--- src/rtl/riscv_wb_pkg.sv ---
// Shared constants for the MEM/WB writeback stage: writeback source selects
// and RISC-V load funct3 encodings.
package riscv_wb_pkg;

  // Writeback source select (mem_to_reg)
  localparam logic [1:0] WB_ALU = 2'b00;
  localparam logic [1:0] WB_MEM = 2'b01;
  localparam logic [1:0] WB_PC4 = 2'b10;
  localparam logic [1:0] WB_IMM = 2'b11;

  // Load funct3 encodings
  localparam logic [2:0] F3_LB  = 3'b000;
  localparam logic [2:0] F3_LH  = 3'b001;
  localparam logic [2:0] F3_LW  = 3'b010;
  localparam logic [2:0] F3_LD  = 3'b011;
  localparam logic [2:0] F3_LBU = 3'b100;
  localparam logic [2:0] F3_LHU = 3'b101;
  localparam logic [2:0] F3_LWU = 3'b110;

endpackage

--- src/rtl/writeback_stage_load_align.sv ---
// Load data aligner: picks the byte/halfword/word at the load's byte offset
// from a naturally aligned memory word and sign- or zero-extends it to XLEN.
// Misaligned offsets are not trapped; the offset is truncated to the access
// size (low bits ignored for halfword/word).
module load_align
  import riscv_wb_pkg::*;
#(
  parameter int XLEN  = 32,
  parameter int OFS_W = $clog2(XLEN/8)
) (
  input  logic [XLEN-1:0]  mem_rdata,
  input  logic [2:0]       load_funct3,
  input  logic [OFS_W-1:0] addr_lsb,
  output logic [XLEN-1:0]  aligned
);

  logic [OFS_W-1:0] w_ofs_h;
  logic [OFS_W-1:0] w_ofs_w;
  logic [XLEN-1:0]  w_sh_b;
  logic [XLEN-1:0]  w_sh_h;
  logic [XLEN-1:0]  w_sh_w;

  // Offsets rounded down to halfword / word boundaries
  assign w_ofs_h = addr_lsb & ~OFS_W'(1);
  assign w_ofs_w = addr_lsb & ~OFS_W'(3);

  // Shift the selected lane down to bit 0
  assign w_sh_b = mem_rdata >> {addr_lsb, 3'b000};
  assign w_sh_h = mem_rdata >> {w_ofs_h, 3'b000};
  assign w_sh_w = mem_rdata >> {w_ofs_w, 3'b000};

  // Extension per load type; unknown or unsupported codes pass the raw word
  always_comb begin
    aligned = mem_rdata;
    case (load_funct3)
      F3_LB:  aligned = XLEN'($signed(w_sh_b[7:0]));
      F3_LBU: aligned = XLEN'(w_sh_b[7:0]);
      F3_LH:  aligned = XLEN'($signed(w_sh_h[15:0]));
      F3_LHU: aligned = XLEN'(w_sh_h[15:0]);
      F3_LW:  aligned = XLEN'($signed(w_sh_w[31:0]));
      F3_LWU: aligned = (XLEN == 64) ? XLEN'(w_sh_w[31:0]) : mem_rdata;
      F3_LD:  aligned = mem_rdata;
      default: aligned = mem_rdata;
    endcase
  end

endmodule

--- src/rtl/writeback_stage.sv ---
// Registered MEM/WB writeback stage. Selects the writeback value (ALU, aligned
// load, PC+4, immediate), holds it across stalls, kills it on flush, issues a
// single register-file write per instruction and counts retired instructions.
//
// Handshake: in_valid qualifies the MEM-side inputs on a rising edge; the
// instruction is accepted only on an edge with stall=0 and flush=0. stall is
// the backpressure signal (acts as !ready): while high nothing is accepted and
// the MEM/WB contents hold. flush discards whatever would be captured and
// clears the stage, taking priority over stall.
module writeback_stage
  import riscv_wb_pkg::*;
#(
  parameter int XLEN  = 32,
  parameter int CNT_W = 32,
  parameter int OFS_W = $clog2(XLEN/8)
) (
  input  logic             clk,
  input  logic             rst_n,
  input  logic             stall,
  input  logic             flush,
  input  logic             in_valid,
  input  logic             reg_write,
  input  logic [4:0]       rd_addr,
  input  logic [1:0]       mem_to_reg,
  input  logic [XLEN-1:0]  alu_result,
  input  logic [XLEN-1:0]  mem_rdata,
  input  logic [2:0]       load_funct3,
  input  logic [OFS_W-1:0] addr_lsb,
  input  logic [XLEN-1:0]  pc_plus_4,
  input  logic [XLEN-1:0]  immediate,
  output logic             wb_valid,
  output logic             rf_we,
  output logic [4:0]       rf_waddr,
  output logic [XLEN-1:0]  rf_wdata,
  output logic [CNT_W-1:0] instret
);

  logic [XLEN-1:0]  w_load;
  logic [XLEN-1:0]  w_wb_data;
  logic             w_rf_we;

  logic             r_wb_valid;
  logic             r_reg_write;
  logic [4:0]       r_waddr;
  logic [XLEN-1:0]  r_wdata;
  logic             r_written;
  logic [CNT_W-1:0] r_instret;

  load_align #(
    .XLEN  (XLEN),
    .OFS_W (OFS_W)
  ) u_load_align (
    .mem_rdata   (mem_rdata),
    .load_funct3 (load_funct3),
    .addr_lsb    (addr_lsb),
    .aligned     (w_load)
  );

  // Writeback source select
  always_comb begin
    w_wb_data = alu_result;
    case (mem_to_reg)
      WB_ALU: w_wb_data = alu_result;
      WB_MEM: w_wb_data = w_load;
      WB_PC4: w_wb_data = pc_plus_4;
      WB_IMM: w_wb_data = immediate;
      default: w_wb_data = alu_result;
    endcase
  end

  // One write per instruction: r_written blocks repeats while stalled; x0 is never written
  assign w_rf_we = r_wb_valid & r_reg_write & (r_waddr != 5'd0) & ~r_written;

  // MEM/WB register with flush > stall > capture priority, plus retire counter
  always_ff @(posedge clk or negedge rst_n) begin
    if (!rst_n) begin
      r_wb_valid  <= 1'b0;
      r_reg_write <= 1'b0;
      r_waddr     <= 5'd0;
      r_wdata     <= '0;
      r_written   <= 1'b0;
      r_instret   <= '0;
    end else if (flush) begin
      r_wb_valid <= 1'b0;
      r_written  <= 1'b0;
    end else if (stall) begin
      if (w_rf_we) begin
        r_written <= 1'b1;
      end
    end else begin
      r_wb_valid  <= in_valid;
      r_reg_write <= reg_write;
      r_waddr     <= rd_addr;
      r_wdata     <= w_wb_data;
      r_written   <= 1'b0;
      if (in_valid) begin
        r_instret <= r_instret + CNT_W'(1);
      end
    end
  end

  assign wb_valid = r_wb_valid;
  assign rf_we    = w_rf_we;
  assign rf_waddr = r_waddr;
  assign rf_wdata = r_wdata;
  assign instret  = r_instret;

endmodule

--- config.mk ---
export PLATFORM = sky130hd
export DESIGN_NAME = writeback_stage
export DESIGN_NICKNAME = d
export VERILOG_FILES = /design/src/rtl/riscv_wb_pkg.sv /design/src/rtl/writeback_stage_load_align.sv /design/src/rtl/writeback_stage.sv
export SDC_FILE = /design/constraint.sdc
export NUM_CORES = 1
export LEC_CHECK = 0
export CAP_MARGIN = 20
export CORE_MARGIN = 2
export CORE_UTILIZATION = 35
export CTS_CLUSTER_SIZE = 25
export DETAILED_ROUTE_END_ITERATION = 8
export PLACE_DENSITY = 0.66
export SETUP_SLACK_MARGIN = 0.3
export SLEW_MARGIN = 0
export SYNTH_ARGS = -nofsm -noshare
export SYNTH_HDL_FRONTEND = slang
export SYNTH_SLANG_ARGS = --single-unit
--- constraint.sdc ---
create_clock -name clk -period 2.05 [get_ports clk]
set_input_delay 0.205 -clock clk [delete_from_list [all_inputs] [get_ports clk]]
set_output_delay 0.205 -clock clk [all_outputs]
set_load 0.005 [all_outputs]
Yosys cells after proc, flatten, opt, wreduce, memory -nomap -nowiden
Index checks and enable logic that the tools add are counted.
{"block": "op_classes", "mux": 7, "mul": 0, "n_reduce_logical": 5, "shift": 2, "n_div": 0, "bitwise": 6, "n_lt_le_gt_ge": 0, "n_addsub": 1, "n_eq_ne": 8}
{"op": "$pmux W32 S4", "count": 2}
{"op": "$add A32 B1 Y32 const B", "count": 1}
{"op": "$shr A32 B5 Y16", "count": 1}
{"op": "$shr A32 B5 Y8", "count": 1}
{"op": "$eq A3 B3 Y1 const B", "count": 2}
{"op": "$mux W1", "count": 5}
{"op": "$reduce_bool A5 Y1", "count": 1}
{"op": "$eq A2 B2 Y1 const B", "count": 2}
{"op": "$and A1 B1 Y1", "count": 3}
{"op": "$eq A3 B1 Y1 const B", "count": 1}
{"op": "$logic_not A3 Y1", "count": 1}
{"op": "$ne A3 B1 Y1 const B", "count": 1}
{"op": "$not A1 Y1", "count": 3}
{"op": "$reduce_and A3 Y1", "count": 1}
{"op": "$eq A2 B1 Y1 const B", "count": 1}
{"op": "$logic_not A2 Y1", "count": 1}
{"op": "$ne A2 B1 Y1 const B", "count": 1}
{"op": "$reduce_and A2 Y1", "count": 1}
{"block": "totals", "reg_bits": 72, "memories": 0, "latchBits": 0, "inputBits": 146, "output_inout_bits": 71, "mem_bits_ro": 0, "ramBits": 0, "wordCells": 35}

Longest topological paths before layout
Gate-level depths: netlist of run 1.
{"block": "depth", "ltp_word": 6, "ltp_mapped": 7, "mapped_depth_nobuf": 5}

Modules after synthesis
A second synthesis of run 1 with hierarchy kept.
{"block": "unflattened", "cells_unflattened": 384, "area_unflattened_um2": 4553.1}
{"module": "writeback_stage", "seq_area_each_um2": 1801.7, "area_per_inst_um2": 3707.3, "cells_each": 254, "instances": 1}
{"module": "load_align", "seq_area_each_um2": 0.0, "area_per_inst_um2": 845.8, "cells_each": 130, "instances": 1}

Worst setup path before layout of run 1
No wires, ideal clock.
{"block": "synth_timing", "path_type": "register -> register", "start": "register r_instret[12], in the netlist instret[12]", "end": "register r_instret[29], in the netlist instret[29]", "n_path_buf": 1, "synth_period_minus_slack_ns": 1.550, "arrival_ns": 1.471, "setup_slack_ns": 0.500, "stages_incl_launch_ff": 6, "required_ns": 1.971, "setup_ns": 0.079, "path_cell_list": "dfrtp_1 > and4_1 > nand4_2 > buf_2 > nor4_1 > xor2_1"}
{"block": "synth_via", "elab_chain_cells": 1}
{"item": "start: declaration", "line": "writeback_stage.sv:47", "text": "logic [CNT_W-1:0] r_instret;"}
{"item": "start signal: assignment", "line": "writeback_stage.sv:97", "text": "r_instret <= r_instret + CNT_W'(1);"}
{"item": "$add A32 B1 Y32", "line": "writeback_stage.sv:97"}
Every way passes these cells.
A chain may end at the register's enable or synchronous reset.

Final worst setup path of run 1
{"block": "layout_timing", "start": "register r_waddr[3], in the netlist rf_waddr[3]", "end": "output port rf_we"}
{"block": "layout_via", "elab_chain_cells": 3}
{"item": "start: declaration", "line": "writeback_stage.sv:44", "text": "logic [4:0] r_waddr;"}
{"item": "start signal: assignment", "line": "writeback_stage.sv:93", "text": "r_waddr <= rd_addr;"}
{"item": "$reduce_bool A5 Y1", "line": "writeback_stage.sv:72", "text": "assign w_rf_we = r_wb_valid & r_reg_write & (r_waddr != 5'd0) & ~r_written;"}
{"item": "$and A1 B1 Y1 (2 in series)", "line": "writeback_stage.sv:72"}
{"item": "end: declaration", "line": "writeback_stage.sv:32", "text": "output logic rf_we,"}
Every way passes these cells.

==> results.toml, run 1 <==
[timing]
finalMaxSlewViolations = 0
rsz0062_at_grt = "yes"
setup_viol = 0
relSlewSlack_pct = 66.49
skew_ns = 0.003331
worst_pin_slew_ns = 0.5027
min_period_ns = 1.893
fmaxAchievable_mhz = 528.3
min_period_over_period_pct = 92.34
timing.hold.ws_ns = 0.3914
final-hold-violation-count = 0

[critical_path]
cp-start-kind = "register"
worstPathRequired_ns = 1.85
r2r_end = "instret[30]"
r2r_slack_ns = 0.41
path_class = "reg -> out"
end_kind = "output pin"
crit_fanout = 2
reg2reg_depth = 4
rr_startpoint = "instret[12]"
critPathArrivalTime_ns = 1.69

[clock_network]
cts_buffers = 9
clk_latency_ns = 0.33
clockRootBuffer = "clkbuf_16"
clock-sinks = 72
cts.path.max_buffers = 2
cts_tree = "built"
h-tree-depth = 3
clk_pin_slew_ns = 0.06

[route]
vias_per_cell = 5.348
drc_errors = 0
drt_iter0_drc = 347
finalWirelength_mm = 16.50
ant_nets = 0
drt-wirelength-per-cell_um = 17.61
via_count = 5011
drtPass1Iterations = 5

[layout]
drive_gt1_share_pct = 9.804
antenna_cells = 0
utilization_pct = 58.45
n_fill_cell = 1161
syn2layout_area_growth_pct = 61.28
fin_cells = 937
nNetsFinal = 908

[synth]
ys_types = 54
syn-num-nets = 683
synth_top_cell_area_share_pct = 39.08
synth-main-ff-cell = "dfrtp_1"
yosysSeqAreaShare_pct = 39.08
synth_common_cells = "74 x a21oi_1, 72 x dfrtp_1, 69 x nand2_1"
yosysWarnings = 0
async_reset_ff_share_pct = 100.0
yosysMostFrequentCell = "a21oi_1"
synth_cells = 536
syn_area_per_cell_um2 = 8.602
yosysTopAreaCell = "dfrtp_1"
syn_area_um2 = 4611
yosys-top-cells-area = "dfrtp_1 39%, a21oi_1 8.0%, nand2_1 5.6%"
ys_ff_latch = 72
synth_edf_count = 0

[power_and_ir_drop]
power.density_nw_per_um2 = 625.9
p_leak_nw = 3.175
peakVddDrop_mv = 0.3632

[floorplanning]
start_util_pct = 36.24
die_x_um = 118.8
rows = 41
die_area_um2 = 14110
io_pins = 217
die_height_um = 118.8
core_um2 = 12720

[placed_design]
port_buffers = 216
dpl.hpwl_mm = 12.85
dp.cells = 915
gp_congestion = 0.8923

[grt]
grt_overflow_total = 0
grt_usage_pct = 22.62
grt_max_degree = 68
antenna_found_initial = 0
grt_pass1_wl_mm = 25.25
grt_pass1_vias = 4939

[status]
status = "finished clean"

[run]
max_cap_viol_count = 0

[min_path]
hold_class = "in -> async"
## report_power, final
part	internal [mW]	switching [mW]
registers	1.59	0.134
clock network	1.04	0.590
logic	0.801	0.508
total	3.42	1.23
## area by class of cell
class	instances	area, um2	area share (%)
clock inverters	2	37.54	0.5048
flip-flops and latches	72	1802	24.23
clock buffers	13	270.3	3.635
repair buffers	257	2532	34.06
inverters	37	138.9	1.868
well taps	172	215.2	2.894
multi-input cells	384	2440	32.81
## cells in the final DEF, fill, tap and decap left out, drive strengths merged, types with 3 or more instances in the layout
master,count
and4,8
and3,5
o22ai,33
nand4,8
inv,36
or2,3
nor4,8
dfrtp,72
o21ai,13
o2111ai,5
and2,6
clkbuf,13
nor3b,8
nand2b,12
clkdlybuf4s50,212
o211ai,5
xor2,17
buf,42
a32oi,3
mux4,4
a31oi,29
nand2,70
xnor2,14
nor2,15
nor3,4
nand3,10
mux2i,9
a21oi,74
a221oi,4
## metal layers
metal	global-route usage (%)	part of all wire, %
met2	37.61	48
met1	27.46	40
met5	0	0
met4	10.64	3.4
met3	5.550	8.4
## through the flow
| step | total power, mW | TNS (ns) | cell area (um2) | setup slack [ns] |
|---|---|---|---|---|
| after floorplan | 2.202 | 0 | 4611 | 0.4997 |
| after global placement | 3.010 | -0.005818 | 7025 | -0.005818 |
| after detailed placement | 3.033 | -0.1796 | 7025 | -0.04052 |
| after CTS | 4.677 | 0 | 7368 | 0.1255 |
| after global routing | 4.861 | 0 | 7436 | 0.09954 |
| final | 4.654 | 0 | 7436 | 0.1571 |
## worst max-delay path, cell delays in order (launching register included)
cell      delay (ns)
dfrtp_1         0.38
or4_1           0.52
o211ai_1        0.23
nor2_1          0.09
buf_2           0.14
## what timing repair did
item / CTS / global route
pin swaps: 2 / 4
buffers inserted: 2 / 3
resized for setup: 6 / 7
hold buffers: 1 / 0
setup endpoints to repair: 3 / 23
hold endpoints to repair: 37 / 0
gates cloned: 0 / 1
## kinds of logic after synthesis
kind of cell | synth area share (%)
xor+xnor | 5.889
simple gates | 18.67
mux | 4.559
compound gates | 22.17
buf+inv | 9.362
flops | 39.08
fa+ha+maj | 0.2713
## worst max-delay path by stage
stage                 from      endpoint  slack (ns)  depth (start not counted)
2_1_floorplan  instret[12]   instret[29]        0.50                          5
3_3_place_gp   addr_lsb[0]  rf_wdata[15]      -0.006                          6
3_5_place_dp   addr_lsb[0]  rf_wdata[15]       -0.04                          6
4_1_cts        rf_waddr[0]         rf_we        0.13                          4
5_1_grt        rf_waddr[3]         rf_we         0.1                          4
6_report       rf_waddr[3]         rf_we        0.16                          4
## flip-flops by register name, summed over array words and instances (netlist names)
name	cells
instret	32
r_reg_write	1
r_written	1
rf_waddr	5
rf_wdata	32
wb_valid	1
No activity file was read; power rests on OpenSTA's default activity.
==> run 2: changes to the inputs <==
PLACE_DENSITY = 0.69   (was 0.66)
clock period = 1.7 ns   (was 2.05 ns; I/O delays follow)
==> results.toml, run 2 (same netlist as run 1, synthesis figures left out) <==
[placed_design]
dpl.hpwl_mm = 13.52
place_ws_ns = -0.4111
gp_congestion = 0.9122
port_buffers = 216

[layout]
multiInputGateArea_um2 = 2982
mostFrequentLayoutCells = "146 x clkdlybuf4s50_1, 110 x buf_4, 67 x dfrtp_1, 66 x a21oi_1, 51 x nand2_1"
drive_gt1_share_pct = 31.12
seq_area_um2 = 1808
nNetsFinal = 1017
syn2layout_area_growth_pct = 95.55
utilization_pct = 70.87
antenna_cells = 0
layout_commonest_cell = "clkdlybuf4s50_1"
n_fill_cell = 933

[clock_network]
cts_tree = "built"
clk_latency_ns = 0.33
clk_pin_slew_ns = 0.06
clockRootBuffer = "clkbuf_16"
h-tree-depth = 3
cts.path.max_buffers = 2
cts_buffers = 9
clock-sinks = 72

[route]
ant_nets = 0
drtPass1Iterations = 5
drc_errors = 0
finalWirelength_mm = 20.13
drt-wirelength-per-cell_um = 19.25
vias_per_cell = 5.387
via_count = 5635
drt_iter0_drc = 451

[timing]
tns_ns = -0.6407
timing.hold.ws_ns = 0.3236
skew_ns = 0.004808
relSlewSlack_pct = 69.30
fin_ws_ns = -0.4331
min_period_ns = 2.133
finalMaxSlewViolations = 0
setup_viol = 2
fmaxAchievable_mhz = 468.8
rsz0062_at_grt = "yes"
final-hold-violation-count = 0
min_period_over_period_pct = 125.5
worst_pin_slew_ns = 0.4605

[critical_path]
path_class = "reg -> reg"
crit_fanout = 2
crit_top_cell = "buf_6"
crit_path_cell_trace = "or4_1 -> o211ai_1 -> buf_4 -> buf_6 -> buf_6 -> buf_6 -> buf_6 -> buf_6 -> buf_6 -> buf_6 -> buf_6 -> a21oi_2"
cpLargestDelayFamily = "buffers and inverters"
cp.buffers_inverters = 9
end_kind = "register"
cp-start-kind = "register"
critPathArrivalTime_ns = 2.36
slowest_delay_ns = 0.53
critPathSlowestCell = "or4_1"
worstPathRequired_ns = 1.93

[floorplanning]
io_pins = 217
start_util_pct = 36.24
rows = 41
die_x_um = 118.8
die_height_um = 118.8
die_area_um2 = 14110
core_um2 = 12720

[grt]
grt_pass1_wl_mm = 29.37
grt_overflow_total = 0
grt_usage_pct = 26.47
grt_pass1_vias = 5668
antenna_found_initial = 0
grt_max_degree = 37

[min_path]
hold_class = "in -> reg"

[power_and_ir_drop]
power.density_nw_per_um2 = 702.8
p_leak_nw = 4.494
peakVddDrop_mv = 0.4720

[run]
max_cap_viol_count = 0

[status]
status = "finished with violations"
failed_checks = "setup timing"
[run 2: cell types whose count changed in the layout (fill, tap and decap cells not counted), moves of 17 or more]
cell             change
clkdlybuf4s50_1     -66
buf_6               +33
dlymetal6s2s_1      +24
nand2_1             -17
buf_4               +74
dlygate4sd2_1       +34
[run 2: layout make-up]
cell class / instances / share of cell area (%)
Timing Repair Buffer: 367 / 39.43
Multi-Input combinational cell: 383 / 33.07
Sequential cell: 72 / 20.05
Clock buffer: 9 / 2.498
Tap cell: 172 / 2.387
Inverter: 37 / 1.540
Clock inverter: 6 / 1.027
[run 2: through the flow]
step,std cells,power (mW),cell area [um2]
finish,1046,6.337,9016
global route,1046,6.597,9016
floorplan,536,2.656,4664
global placement,958,3.722,7381
CTS,1022,5.987,8434
detailed placement,958,3.758,7381
[run 2: worst paths after layout]
kind	start	to	slack (ns)	cells past startpoint
hold reg to reg	instret[31]	instret[31]	0.48	1
setup reg to reg	rf_waddr[3]	r_written	-0.43	12
max in group asynchronous	rst_n	rf_wdata[23]	0.73	3
hold / removal	mem_rdata[15]	rf_wdata[15]	0.32	4
setup / recovery	rf_waddr[3]	r_written	-0.43	12
min in group asynchronous	rst_n	instret[21]	0.34	2
[run 2: layer usage]
metal	vias up	track usage (%)	wire [um]
met4	0	7.961	389
met1	2744	32.78	7837
met2	254	46.59	10470
met3	35	4.875	1439
li1	2602	-	-
met5	-	0	0
[run 2: timing repair]
| action | 4_1_cts | 5_1_grt |
|---|---|---|
| endpoints found under the setup margin | 100 | 79 |
| buffers inserted | 47 | 24 |
| gates cloned | 1 | 0 |
| endpoints found under the hold margin | 32 | 0 |
| resized for setup | 153 | 98 |
| hold buffers | 1 | 0 |
| pin swaps | 42 | 40 |
[run 2: worst register-to-register path, cell delays in order, from the launching register on]
cell and delay [ns]:
dfrtp_1 0.37, or4_1 0.53, o211ai_1 0.28, buf_4 0.17, buf_6 0.08, buf_6 0.08
buf_6 0.08, buf_6 0.08, buf_6 0.08, buf_6 0.08, buf_6 0.08, buf_6 0.08
a21oi_2 0.04
[run 2: where the power goes]
group,total (mW),switching (mW),internal (mW)
sequential,2.10,0.180,1.92
clock,2.08,0.788,1.29
combinational,2.17,0.852,1.31
total,6.34,1.82,4.52
